### config.mk
export PLATFORM = sky130hd
export DESIGN_NAME = btb_assoc
export DESIGN_NICKNAME = d
export VERILOG_FILES = /design/src/rtl/btb_assoc.sv
export SDC_FILE = /design/constraint.sdc
export NUM_CORES = 2
export LEC_CHECK = 0
export ABC_AREA = 0
export CORE_UTILIZATION = 25
export CTS_CLUSTER_DIAMETER = 120
export DETAILED_ROUTE_END_ITERATION = 7
export PLACE_DENSITY = 0.46
export SYNTH_ARGS = -nofsm -noshare
export SYNTH_HDL_FRONTEND = slang
export SYNTH_SLANG_ARGS = --single-unit
### constraint.sdc
create_clock -name clk -period 4 [get_ports clk]
set_input_delay 0.8 -clock clk [delete_from_list [all_inputs] [get_ports clk]]
set_output_delay 0.8 -clock clk [all_outputs]
set_load 0.05 [all_outputs]
### src/rtl/btb_assoc.sv
// btb_assoc: set-associative branch target buffer.
//
// Looks up the fetch PC and returns a registered hit/target/direction
// prediction one cycle later. Trained with resolved branch outcomes.
// Each entry holds a saturating direction counter. Each set keeps
// per-way LRU ages, where age 0 is the most recently used way.
// A sequenced flush engine clears the valid bits one set per cycle.
//
// Ports:
//   clk, rst_n        clock, asynchronous active-low reset
//   fetch_valid       pc_in carries a valid lookup this cycle
//   pc_in             fetch PC
//   pred_valid        registered: lookup hit
//   pred_target       registered: stored target on hit, else 0
//   pred_taken        registered: counter MSB on hit, else 0
//   update_req        training request
//   update_pc         PC of the resolved branch
//   update_target     resolved target
//   update_taken      resolved direction
//   flush_req         single-cycle pulse that invalidates every entry
//   busy              flush in progress
module btb_assoc #(
  parameter int SETS     = 16,
  parameter int WAYS     = 2,
  parameter int PC_W     = 32,
  parameter int CNT_BITS = 2
) (
  input  logic            clk,
  input  logic            rst_n,
  input  logic            fetch_valid,
  input  logic [PC_W-1:0] pc_in,
  output logic            pred_valid,
  output logic [PC_W-1:0] pred_target,
  output logic            pred_taken,
  input  logic            update_req,
  input  logic [PC_W-1:0] update_pc,
  input  logic [PC_W-1:0] update_target,
  input  logic            update_taken,
  input  logic            flush_req,
  output logic            busy
);

  localparam int INDEX_BITS = $clog2(SETS);
  localparam int TAG_BITS   = PC_W - INDEX_BITS - 2;
  localparam int WAY_W      = (WAYS > 1) ? $clog2(WAYS) : 1;
  localparam logic [CNT_BITS-1:0] CNT_MAX  = '1;
  localparam logic [CNT_BITS-1:0] CNT_INIT = CNT_BITS'(1 << (CNT_BITS - 1));

  typedef enum logic {IDLE, FLUSH} state_e;

  state_e                  state_q, state_d;
  logic [INDEX_BITS-1:0]   ptr_q, ptr_d;

  logic                    valid_q  [SETS][WAYS];
  logic [TAG_BITS-1:0]     tag_q    [SETS][WAYS];
  logic [PC_W-1:0]         target_q [SETS][WAYS];
  logic [CNT_BITS-1:0]     cnt_q    [SETS][WAYS];
  logic [WAY_W-1:0]        age_q    [SETS][WAYS];

  logic                    pred_valid_q, pred_valid_d;
  logic [PC_W-1:0]         pred_target_q, pred_target_d;
  logic                    pred_taken_q, pred_taken_d;

  logic [INDEX_BITS-1:0]   lk_idx, up_idx;
  logic [TAG_BITS-1:0]     lk_tag, up_tag;
  logic                    lk_hit, up_hit;
  logic [WAY_W-1:0]        lk_way, up_way, victim, sel_way;
  logic                    found_free;
  logic                    blocked, up_en, do_write;
  logic [CNT_BITS-1:0]     cnt_cur, cnt_new;
  logic [WAY_W-1:0]        age_ref;
  logic [WAY_W-1:0]        age_new [WAYS];

  // The two low PC bits never select anything (word-aligned branches).
  logic unused_low_bits;
  assign unused_low_bits = ^{pc_in[1:0], update_pc[1:0]};

  assign lk_idx = pc_in[INDEX_BITS+1:2];
  assign lk_tag = pc_in[PC_W-1:INDEX_BITS+2];
  assign up_idx = update_pc[INDEX_BITS+1:2];
  assign up_tag = update_pc[PC_W-1:INDEX_BITS+2];

  assign busy = (state_q == FLUSH);
  // A flush request accepted this cycle already blocks lookups and updates.
  assign blocked = busy || flush_req;

  // Tag compare for the lookup and the update ports.
  always_comb begin
    lk_hit = 1'b0;
    lk_way = '0;
    up_hit = 1'b0;
    up_way = '0;
    for (int w = 0; w < WAYS; w++) begin
      if (valid_q[lk_idx][w] && tag_q[lk_idx][w] == lk_tag) begin
        lk_hit = 1'b1;
        lk_way = WAY_W'(w);
      end
      if (valid_q[up_idx][w] && tag_q[up_idx][w] == up_tag) begin
        up_hit = 1'b1;
        up_way = WAY_W'(w);
      end
    end
  end

  // Registered prediction; the lookup reads pre-update contents.
  always_comb begin
    pred_valid_d  = fetch_valid && lk_hit && !blocked;
    pred_target_d = '0;
    pred_taken_d  = 1'b0;
    if (pred_valid_d) begin
      pred_target_d = target_q[lk_idx][lk_way];
      pred_taken_d  = cnt_q[lk_idx][lk_way][CNT_BITS-1];
    end
  end

  // Victim: lowest-numbered invalid way, otherwise the oldest way.
  always_comb begin
    found_free = 1'b0;
    victim     = '0;
    for (int w = 0; w < WAYS; w++) begin
      if (!found_free && !valid_q[up_idx][w]) begin
        found_free = 1'b1;
        victim     = WAY_W'(w);
      end
    end
    if (!found_free) begin
      for (int w = 0; w < WAYS; w++) begin
        if (age_q[up_idx][w] == WAY_W'(WAYS - 1)) victim = WAY_W'(w);
      end
    end
  end

  // Update datapath: saturating counter and LRU touch of the written way.
  always_comb begin
    up_en    = update_req && !blocked;
    do_write = up_en && (up_hit || update_taken);
    sel_way  = up_hit ? up_way : victim;
    cnt_cur  = cnt_q[up_idx][up_way];
    cnt_new  = cnt_cur;
    if (update_taken) begin
      if (cnt_cur != CNT_MAX) cnt_new = cnt_cur + CNT_BITS'(1);
    end else if (cnt_cur != '0) begin
      cnt_new = cnt_cur - CNT_BITS'(1);
    end
    age_ref = age_q[up_idx][sel_way];
    for (int w = 0; w < WAYS; w++) begin
      age_new[w] = age_q[up_idx][w];
      if (WAY_W'(w) == sel_way) age_new[w] = '0;
      else if (age_q[up_idx][w] < age_ref) age_new[w] = age_q[up_idx][w] + WAY_W'(1);
    end
  end

  // Flush sequencer: walks the pointer across every set once.
  always_comb begin
    state_d = state_q;
    ptr_d   = ptr_q;
    case (state_q)
      IDLE: begin
        if (flush_req) begin
          state_d = FLUSH;
          ptr_d   = '0;
        end
      end
      FLUSH: begin
        ptr_d = ptr_q + INDEX_BITS'(1);
        if (ptr_q == INDEX_BITS'(SETS - 1)) state_d = IDLE;
      end
      default: state_d = IDLE;
    endcase
  end

  always_ff @(posedge clk or negedge rst_n) begin
    if (!rst_n) begin
      state_q       <= IDLE;
      ptr_q         <= '0;
      pred_valid_q  <= 1'b0;
      pred_target_q <= '0;
      pred_taken_q  <= 1'b0;
      for (int s = 0; s < SETS; s++) begin
        for (int w = 0; w < WAYS; w++) begin
          valid_q[s][w]  <= 1'b0;
          tag_q[s][w]    <= '0;
          target_q[s][w] <= '0;
          cnt_q[s][w]    <= '0;
          age_q[s][w]    <= WAY_W'(w);
        end
      end
    end else begin
      state_q       <= state_d;
      ptr_q         <= ptr_d;
      pred_valid_q  <= pred_valid_d;
      pred_target_q <= pred_target_d;
      pred_taken_q  <= pred_taken_d;
      if (state_q == FLUSH) begin
        for (int w = 0; w < WAYS; w++) valid_q[ptr_q][w] <= 1'b0;
      end
      if (do_write) begin
        valid_q[up_idx][sel_way] <= 1'b1;
        tag_q[up_idx][sel_way]   <= up_tag;
        cnt_q[up_idx][sel_way]   <= up_hit ? cnt_new : CNT_INIT;
        if (update_taken) target_q[up_idx][sel_way] <= update_target;
        for (int w = 0; w < WAYS; w++) age_q[up_idx][w] <= age_new[w];
      end
    end
  end

  assign pred_valid  = pred_valid_q;
  assign pred_target = pred_target_q;
  assign pred_taken  = pred_taken_q;

endmodule
# Yosys cells after proc, flatten, opt, wreduce, memory -nomap -nowiden
# Index checks and enable logic that the tools add are counted.
totals:
  rom_bits: 0
  word_cells: 313
  regBits: 2023
  latchBits: 0
  memories: 0
  inputBits: 102
  ramBits: 0
  out_inout_bits: 35
classes:
  n_addsub: 5
  n_eq_ne: 7
  mux: 95
  mul: 0
  bitwise: 12
  magnitude_cmp: 11
  n_div: 0
  shift: 0
  n_reduce_logical: 18
op_table:
  columns: ["op", "count"]
  rows:
  - ["bitwise mux 1024 bit", 1]
  - ["bitwise mux 832 bit", 1]
  - ["binary-select mux 52 bit (select 4 bit)", 2]
  - ["two-way mux 52 bit", 5]
  - ["binary-select mux 64 bit (select 4 bit)", 1]
  - ["demux 64 bit (select 4 bit)", 1]
  - ["two-way mux 32 bit", 7]
  - ["demux 52 bit (select 4 bit)", 1]
  - ["two-way mux 64 bit", 3]
  - ["equality test 26 bit", 4]
  - ["bitwise AND 32 bit", 2]
  - ["bitwise mux 32 bit", 2]
  - ["bitwise mux 64 bit", 1]
  - ["inverter 32 bit", 2]
  - ["demux 2 bit (select 4 bit)", 5]
  - ["two-way mux 2 bit", 20]
  - ["binary-select mux 4 bit (select 4 bit)", 2]
  - ["demux 32 bit (select 1 bit)", 1]
  - ["bitwise OR 32 bit", 1]
  - ["demux 26 bit (select 1 bit)", 1]
  - ["two-way mux 1 bit", 26]
  - ["two-way mux 26 bit", 1]
  - ["binary-select mux 2 bit (select 4 bit)", 3]
  - ["two-way mux 4 bit", 6]
  - ["other kinds (24)", 49]

# Longest topological paths before layout
depth:
  word_depth: 20
  depth_mapped: 19
  mapped_depth_nobuf: 9

# Worst setup path before layout
# No wires, ideal clock.
synth_timing:
  path_type: "input -> register"
  start: "input port pc_in[2]"
  end: "register pred_target_q[22], in the netlist pred_target[22]"
  path_slack_ns: -0.937
  n_path_buf: 6
  stages: 14
  required_ns: 3.927
  arrival_time_ns: 4.864
  path_cell_list: "clkbuf_1 buf_2 buf_1 buf_2 buf_1 mux4_2 mux4_2 xnor2_1 nand4_1 nor4_1 nand4_1 a21oi_1 clkbuf_1 nor2b_1"
synth_lines:
  columns: ["item", "line_no", "rtl"]
  rows:
  - ["from (decl)", "31", "input logic [PC_W-1:0] pc_in,"]
  - ["inverter 4 -> 5 bit (implied by the code) (*)", "94", "if (valid_q[lk_idx][w] && tag_q[lk_idx][w] == lk_tag) begin"]
  - ["binary-select mux 52 bit (select 4 bit)", "94", null]
  - ["two-way mux 52 bit (implied by the code) (2 in a row)", "94", null]
  - ["equality test 26 bit", "94", null]
  - ["logical AND 1 bit", "94", null]
  - ["two-way mux 1 bit", "94", null]
  - ["two-way mux 1 bit (*)", "94", null]
  - ["logical AND 1 bit (*) (2 in a row)", "107", "pred_valid_d = fetch_valid && lk_hit && !blocked;"]
  - ["via pred_valid_d", "60", "logic pred_valid_q, pred_valid_d;"]
  - ["two-way mux 32 bit (*)", "110", "if (pred_valid_d) begin"]
  - ["via pred_target_d[22]", "61", "logic [PC_W-1:0] pred_target_q, pred_target_d;"]
  - ["to (signal assigned)", "192", "pred_target_q <= pred_target_d;"]
  - ["to (decl)", "61", null]
# The timed path passes the listed nets; every way through them passes the cells marked *. The select of a mux whose other input is x is not followed.
# A chain may end at the register's enable or synchronous reset.

# Worst setup path after layout
layout_timing:
  start: "input port update_pc[3]"
  end: "register target_q[737] (netlist name)"
layout_between:
  elab_chain_len: 19
layout_lines:
  columns: ["item", "line_no", "rtl"]
  rows:
  - ["from (decl)", "36", "input logic [PC_W-1:0] update_pc,"]
  - ["inverter 4 -> 5 bit (implied by the code) (*)", null, null]
  - ["branches (longest 18 deep; another with greater-or-equal comparator 2 bit)", null, null]
  - ["to (signal, indexed assignment)", "201", "if (update_taken) target_q[up_idx][sel_way] <= update_target;"]
  - ["to (decl)", "56", "logic [PC_W-1:0] target_q [SETS][WAYS];"]
# Every way passes the cells marked *. The select of a mux whose other input is x is not followed.

==> qor.yml <==
place:
  dp_hpwl_um: 242100
  port-buffer-count: 132
  dp_cells: 12130
  place.gp.congestion: 0.8910
clock_tree:
  clk_latency_ps: 970
  numCtsBuffers: 242
  clkTransAtPathRegs_ps: 60
  clkSinkCount: 2023
  cts-root-buf: "clkbuf_16"
  cts_tree: "built"
  htreeDepth: 4
  clockBufferDepth: 4
routing:
  wl_um: 378500
  drtIter0Drc: 4723
  num_vias: 64080
  avgViaCountPerCell: 5.023
  ant_nets: 0
  wl_per_cell_um: 29.67
  drcViolationCount: 0
  firstDrtPassIters: 7
worst_setup_path:
  worstSetupEndpointType: "register"
  cp.arrival_ps: 5150
  crit_path_start_kind: "input pin"
  worstPathRequired_ps: 4850
  crit_type: "input pin to register"
  worst-path-max-fanout: 12
grt:
  grt_pass1_vias: 67230
  antenna_found_initial: 20
  grt_overflow_total: 0
  grt_usage: 0.1777
  grt_pass1_wl_um: 525200
  grt_max_degree: 159
logic_synthesis:
  ys_async_sr_fraction: 1.000
  yosys_warnings: 0
  synth_cell_types: 73
  postSynthAreaPerCell_um2: 15.84
  ys_seq_area_frac: 0.5057
  syn_area_um2: 100200
  ys_seq_elements: 2023
  ys_top_cells_by_area: "dfrtp_1 (50%), mux2_2 (21%), mux4_2 (18%)"
  yosys.area.top_type_share: 0.5015
  synthCells: 6324
  synth_edf_count: 0
  synth_area_leader_cell: "dfrtp_1"
  syn_nets: 6430
  ys.flop_type: "dfrtp_1"
timing:
  period_minus_slack_ps: 4298
  rsz0062_at_grt: "yes"
  finalHoldViolCount: 0
  slew_headroom: 0.1330
  worst_slew_pin_slew_ps: 1296
  layout_setup_ws_ps: -298.4
  setup_viol: 1865
  period_share: 1.075
  skew_ps: 93.67
  fmax_mhz: 232.6
  maxSlewViolCount: 0
die:
  die-height_um: 634.9
  die-area_um2: 403100
  rows: 232
  coreArea_um2: 399100
  pin_count: 137
  start_util: 0.2509
  fp.dieW_um: 634.9
power_and_ir_drop:
  intPower_mw: 36.97
  p_sw_frac: 0.2516
  leakage_nw: 60.64
  pwr-share-seq: 0.437
  total_power_mw: 49.39
  power.switching_mw: 12.43
  p_clk_frac: 0.464
  cellPowerDensity_nw_per_um2: 377.6
  combPwrFrac: 0.099
  ir_drop_uv: 377.8
outcome:
  failed_checks: "negative setup slack"
  outcome: "finished with violations"
layout:
  instances_no_fill: 12760
  design.final.nets: 7394
  fill_cells: 38400
  area_growth_pct: 30.61
  drive_gt1_frac: 0.5970
min_path:
  worstHoldPathType: "input pin to async pin"
flow_run:
  maxCapViolCount: 0
==> critical path, cell delays in order <==
cell	delay, ps
buf_16	140
buf_16	130
buf_16	140
buf_8	130
mux4_2	540
a22o_1	240
a221oi_2	260
xnor2_2	150
nor4_2	330
o21ai_1	160
buf_4	180
o31a_4	440
buf_12	200
clkbuf_16	200
nor3_4	250
buf_4	200
clkbuf_16	210
mux2_2	350
==> metal layers <==
layer	share of wire	GRT usage	wire length, um	vias to the layer above
li1	-	-	-	26080
met1	0.45	0.2459	169200	35730
met2	0.47	0.2910	179000	1737
met3	0.049	0.02450	18400	515
met4	0.031	0.04859	11870	8
met5	0.00014	0	54	-
==> power by group through the flow <==
stage	registers (mW)	clock network (mW)	logic, mW
finish	21.6	22.9	4.91
global route	21.6	24.2	5.22
CTS	21.6	23.5	4.77
detailed placement	21.9	0	4.67
global placement	21.9	0	4.61
floorplan	21.8	0	2.42
==> logic make-up (layout without fill, tap and decap cells) <==
logic type                 count (synthesis)  count (layout)  synth area share
muxes                                   2881            2881            0.4113
DFF                                     2023            2023            0.5057
buffers and inverters                    694            1852           0.03244
and+or+nand+nor                          319             319           0.01871
AOI/OAI and AO/OA                        295             295           0.02192
xor gates and xnor gates                 105             105          0.009182
adders and majority gates                  7               7         0.0007996
other                                      0              10                 0
==> cells in the mapped netlist (all sizes together) (4+ instances only) <==
cell     instances
a21o            21
a21oi           42
a221oi          15
a22o            35
a22oi           72
a2bb2oi         16
and2             7
and3            16
buf            385
clkbuf         259
dfrtp         2007
dfstp           16
ha               4
inv             50
mux2          1893
mux2i          190
mux4           798
nand2          110
nand2b           5
nand3           12
nand4           27
nor2            30
nor2b           43
nor3            27
nor4            24
o211ai          12
o21ai           27
o22ai            9
o2bb2ai         17
or4              5
xnor2           82
xor2            23
==> final timing paths <==
kind	to	start	cells after the start	slack, ps
setup / recovery	target_q[737]	update_pc[3]	18	-300
hold / removal	target_q[751]	rst_n	2	420
setup reg to reg	target_q[737]	tag_q[138]	14	-290
hold reg to reg	target_q[629]	target_q[629]	1	480
max in group asynchronous	cnt_q[52]	rst_n	4	2100
min in group clk	target_q[629]	target_q[629]	1	480
==> sequential cells by signal (all words and copies together), names as in the netlist <==
register,cells
busy,1
pred_taken,1
cnt_q,64
age_q,32
ptr_q,4
valid_q,32
tag_q,832
target_q,1024
pred_valid,1
pred_target,32
==> metrics by stage <==
stage	worst slack [ps]	hold WS, ps	setup TNS [ps]	utilization	instance area, um^2
final	-298.4	421.6	-261220	0.3277	130800
after detailed placement	-1786	468.6	-3152020	0.2933	117000
after global placement	-1830	461.1	-3159870	0.2933	117000
after floorplan	-503.2	448.0	-764580	-	101200
after global routing	-333.2	426.4	-328040	0.3277	130800
after CTS	-181.1	384.7	-131600	0.3180	126900
==> cell usage in the layout (no fill, tap or decap), drive strengths merged, types with 10 or more instances in the layout <==
cell type	count
a2bb2oi	16
nand4	27
clkinv	48
o21ai	27
nand3	12
mux2i	190
a22o	35
clkbuf	407
a21oi	42
and3	16
inv	59
o211ai	12
a22oi	72
o2bb2ai	17
nor2b	43
dfrtp	2007
xor2	23
nor2	30
nor3	27
clkdlybuf4s50	122
diode	10
buf	1191
a221oi	15
nand2	110
nor4	24
dfstp	16
mux2	1893
a21o	21
xnor2	82
mux4	798
bufinv	19
==> layout make-up <==
| cell class | instances | area [um^2] | share of cell area |
|---|---|---|---|
| Sequential cell | 2023 | 50640 | 0.3872 |
| Multi-Input combinational cell | 3607 | 49000 | 0.3746 |
| Timing Repair Buffer | 1364 | 16190 | 0.1237 |
| Clock buffer | 358 | 7187 | 0.05494 |
| Tap cell | 5265 | 6588 | 0.05036 |
| Clock inverter | 80 | 985.9 | 0.007537 |
| Inverter | 50 | 187.7 | 0.001435 |
| Antenna cell | 10 | 25.02 | 0.0001913 |
==> timing repair <==
item	CTS	global route
hold endpoints to repair	34	0
resized for setup	128	500
setup buffers	50	61
setup endpoints to repair	1986	1960
hold buffers	1	0
cloned	20	52
pin swaps	27	47
Note: power is estimated with default switching activity, not from simulation.
